### config.mk
export PLATFORM = sky130hd
export DESIGN_NAME = playfield_tx
export DESIGN_NICKNAME = d
export VERILOG_FILES = /design/src/rtl/playfield_tx.sv
export SDC_FILE = /design/constraint.sdc
export NUM_CORES = 2
export LEC_CHECK = 0
export CAP_MARGIN = 0
export CORE_MARGIN = 3
export CORE_UTILIZATION = 25
export DETAILED_ROUTE_END_ITERATION = 10
export PLACE_DENSITY = 0.52
export SETUP_SLACK_MARGIN = 0.4
export SYNTH_ARGS = -nofsm -noshare
export SYNTH_HDL_FRONTEND = slang
export SYNTH_SLANG_ARGS = --single-unit
### constraint.sdc
create_clock -name clk -period 2.3 [get_ports clk]
set_input_delay 0.46 -clock clk [delete_from_list [all_inputs] [get_ports clk]]
set_output_delay 0.46 -clock clk [all_outputs]
set_load 0.005 [all_outputs]
### src/rtl/playfield_tx.sv
// playfield_tx: serialises a playfield snapshot into a SYNC/seq/payload/checksum byte frame over valid/ready
module playfield_tx #(
  parameter int PLAYFIELD_DIM_X = 10,
  parameter int PLAYFIELD_DIM_Y = 20,
  parameter logic [7:0] SYNC_BYTE = 8'hA5
) (
  input  logic                                       clk,
  input  logic                                       rst_l,
  input  logic [PLAYFIELD_DIM_Y*PLAYFIELD_DIM_X*3-1:0] playfield,
  input  logic                                       send,
  output logic                                       busy,
  output logic                                       done,
  output logic [7:0]                                 seq_num,
  output logic [7:0]                                 tx_data,
  output logic                                       tx_valid,
  input  logic                                       tx_ready
);
  localparam int W = PLAYFIELD_DIM_Y*PLAYFIELD_DIM_X*3;
  localparam int NB = PLAYFIELD_DIM_X*PLAYFIELD_DIM_Y/2;
  localparam int CW = $clog2(NB);
  typedef enum logic [2:0] {IDLE, SYNC, SEQ, PAYLOAD, CSUM} state_t;
  state_t state, state_n;
  logic [W-1:0] snap;
  logic [CW-1:0] cnt;
  logic [7:0] csum, pb;
  logic hs;
  assign hs = tx_valid && tx_ready;
  // the snapshot shifts down one tile pair per payload byte, so the current pair is always at the bottom
  assign pb = {1'b0, snap[2:0], 1'b0, snap[5:3]};
  always_ff @(posedge clk or negedge rst_l)
    if (!rst_l) state <= IDLE;
    else state <= state_n;
  always_comb begin
    state_n = state;
    case (state)
      IDLE:    state_n = send ? SYNC : IDLE;
      SYNC:    state_n = hs ? SEQ : SYNC;
      SEQ:     state_n = hs ? PAYLOAD : SEQ;
      PAYLOAD: state_n = (hs && cnt == CW'(NB-1)) ? CSUM : PAYLOAD;
      CSUM:    state_n = hs ? IDLE : CSUM;
      default: state_n = IDLE;
    endcase
    busy = state != IDLE;
    tx_valid = state != IDLE;
    tx_data = state == SYNC ? SYNC_BYTE :
              state == SEQ ? seq_num :
              state == PAYLOAD ? pb :
              state == CSUM ? csum : 8'h00;
  end
  always_ff @(posedge clk or negedge rst_l)
    if (!rst_l) begin
      snap <= '0;
      cnt <= '0;
      csum <= 8'h00;
      seq_num <= 8'h00;
      done <= 1'b0;
    end else begin
      done <= state == CSUM && hs;
      if (state == IDLE && send) begin
        snap <= playfield;
        cnt <= '0;
        csum <= 8'h00;
      end
      if (state == SEQ && hs) csum <= csum ^ seq_num;
      if (state == PAYLOAD && hs) begin
        csum <= csum ^ pb;
        snap <= snap >> 6;
        cnt <= cnt + CW'(1);
      end
      if (state == CSUM && hs) seq_num <= seq_num + 8'd1;
    end
endmodule

==> results.py <==
metrics = {
    "run_status": {
        "status": "finished, final reports clean",
    },
    "timing": {
        "period_minus_slack_ps": 2300,
        "drv_slew": 0,
        "clock_skew_ps": 16.4,
        "worst_pin_slew_ps": 681,
        "fin_hold_ws_ps": 374,
        "period_share_pct": 99.9,
        "hold_viol_final": 0,
        "relSlewSlack_pct": 54.6,
        "rsz0062_at_grt": "true",
        "setup_viol": 0,
        "fmax_mhz": 435,
    },
    "die": {
        "dieArea_um2": 123000,
        "start_util_pct": 25.3,
        "io_pins": 623,
        "row_count": 125,
        "die_x_um": 350,
        "die_h_um": 350,
        "core_area_um2": 117000,
    },
    "setup_path": {
        "crit_slowest_cell": "dfrtp_2",
        "cp_cell_sequence": "buf_6 > nor2b_4 > a22oi_2 > o22ai_2 > buf_2",
        "critPathTopFamily": "flip-flops",
        "end_kind": "output pin",
        "worstPathRequired_ps": 1840,
        "crit_buf_inv": 2,
        "path_class": "register to output pin",
        "startpoint_type": "register",
        "critPathMaxStageDelay_ps": 440,
        "cp.arrival_ps": 1840,
        "critPathMaxFanout": 4,
    },
    "layout": {
        "syn_to_final_growth_pct": 69.0,
        "drive_gt1_share_pct": 20.4,
        "layout_commonest_cell": "nand2_1",
        "final_nets": 4996,
        "post-route-util_pct": 42.8,
        "mostFrequentLayoutCells": "nand2_1, dfrtp_1, clkdlybuf4s50_1, a31oi_1, nor3_1",
    },
    "route": {
        "viasPerCell": 5.24,
        "drtAntennaViolNets": 0,
        "drtIter0Drc": 2548,
        "routed_wl_um": 140000,
        "drc": 0,
        "dr.pass1.iters": 8,
        "num_vias": 31389,
        "wl_per_cell_um": 23.4,
    },
    "clocking": {
        "htreeDepth": 3,
        "clk_pin_slew_ps": 60,
        "numClockSinks": 627,
        "ctsRootBufferMaster": "clkbuf_16",
        "cts_buffers": 77,
        "cts_max_path_buffers": 3,
        "cts_tree": "yes",
        "worstSkewPairLatency_ps": 660,
    },
    "power_and_ir_drop": {
        "intPower_uw": 25700,
        "power_frac_comb_pct": 25.1,
        "seqPwrFrac_pct": 40.1,
        "p_leak_uw": 0.0203,
        "power_switching_uw": 11000,
        "power.clock.fraction_pct": 34.8,
        "powerDensity_nw_per_um2": 732,
        "power_uw": 36600,
        "switching_share_pct": 30.0,
        "vdd_ir_drop_max_uv": 467,
    },
    "synthesis": {
        "synth_area_leader_cell": "dfrtp_1",
        "syn_avg_cell_area_um2": 8.51,
        "synth_nets": 4083,
        "syn_area_um2": 29600,
        "synthCells": 3477,
        "synth_cell_types": 43,
        "yosys_warnings": 0,
        "ys_seq_area_share_pct": 53.0,
        "yosys_most_used_dff": "dfrtp_1",
        "synth.area.top_cells": "dfrtp_1, nand2_1, a31oi_1, nor3_1, clkbuf_1",
        "synth_edf_count": 0,
        "ys_ff_latch": 627,
        "synth-async-reset-ratio_pct": 100,
        "synth_top_area_share_pct": 53.0,
    },
    "min_path": {
        "min_path_type": "primary input to register",
    },
    "grt": {
        "grt.total_usage_pct": 21.0,
        "grt-ovfl-total": 0,
        "antenna_found_initial": 16,
        "grt_max_degree": 62,
        "grt_pass1_wl_um": 196000,
        "first_global_vias": 30402,
    },
    "place": {
        "dp_hpwl_um": 80800,
        "portBuffers": 622,
        "gp_congestion": 0.835,
    },
    "flow_run": {
        "cap_violations": 0,
    },
}
[final timing paths]
check                         startpoint          to  slack (ps)  depth (start not counted)
hold reg to reg                  csum[3]     csum[3]         490                          1
max in group asynchronous          rst_l  seq_num[7]        1050                          3
min in group asynchronous          rst_l   snap[386]         400                          2
setup / recovery                state[0]  tx_data[5]           3                          5
setup reg to reg                state[2]    snap[27]         110                         10
hold / removal             playfield[26]    snap[26]         370                          3
[Yosys cell counts (2+ instances only)]
master,n
buf_6,50
xnor2_1,6
o21a_1,7
clkbuf_1,190
a22oi_1,3
mux2_2,3
nor3_1,597
nand4_1,3
o22ai_1,3
nand3_1,5
and3_1,3
a21oi_1,14
and4_1,2
a31oi_1,595
nor3b_1,3
buf_4,13
a22o_1,7
nand2_1,1198
o21ai_0,5
nand2b_1,4
a211o_1,8
nor2_1,2
ha_1,2
mux2i_1,8
nand4b_1,2
dfrtp_1,627
nor2b_1,4
a221oi_1,6
nand3b_1,2
buf_2,92
[final cells by class]
cell class | count | area, um2
multi-input cells | 2504 | 13500
flip-flops and latches | 627 | 15700
diodes | 9 | 22.5
clock inverters | 31 | 340
repair buffers | 1180 | 16300
fillers | 11029 | 66800
well taps | 1524 | 1910
clock buffers | 112 | 2280
[power by group through the flow]
stage	Combinational (uW)	Clock (uW)	Sequential, uW
floorplan	3920	0	14200
global placement	6550	0	14700
detailed placement	6650	0	14700
CTS	8440	12900	14600
global route	9930	13400	14900
finish	9180	12800	14700
[flip-flops by register name (all words and copies together), names as in the netlist]
register	flops
seq_num	8
done	1
csum	8
state	3
cnt	7
snap	600
[through the flow]
| step | std cells | area, um2 | worst slack [ps] | TNS, ps |
|---|---|---|---|---|
| 2_1_floorplan | 3477 | 29600 | 511 | 0 |
| 3_3_place_gp | 5502 | 38600 | -72.5 | -1670 |
| 3_5_place_dp | 5502 | 38600 | -102 | -4580 |
| 4_1_cts | 5875 | 47300 | -13.2 | -29.7 |
| 5_1_grt | 5980 | 50000 | -82.6 | -409 |
| 6_report | 5987 | 50000 | 2.83 | 0 |
[worst min-delay path, cell delays in order]
cell             delay [ps]
clkdlybuf4s50_1         400
nand2_1                  60
a31oi_1                  70
[metal layers]
layer,wire [um],up-vias,track usage (%)
li1,-,14197,-
met3,10300,242,4.16
met1,59700,15508,28.5
met2,65600,1426,33.9
met5,108,-,0
met4,4280,16,6.49
[cell families after synthesis]
| group | count (synthesis) | synth area share (%) |
|---|---|---|
| buffers and inverters | 346 | 6.21 |
| adders and majority gates | 2 | 0.0845 |
| AOI/OAI and AO/OA | 650 | 13.9 |
| DFF | 627 | 53.0 |
| xor gates and xnor gates | 7 | 0.207 |
| muxes | 11 | 0.385 |
| and+or+nand+nor | 1834 | 26.2 |
[what timing repair did]
item                       in CTS  in global routing
gates resized for setup       438                201
gates cloned                  118                 54
pin swaps                     100                 59
setup endpoints to repair     628                630
hold buffers                    1                  0
buffers inserted              111                 49
hold endpoints to repair       23                  0
Note: power is estimated with default switching activity, not from simulation.
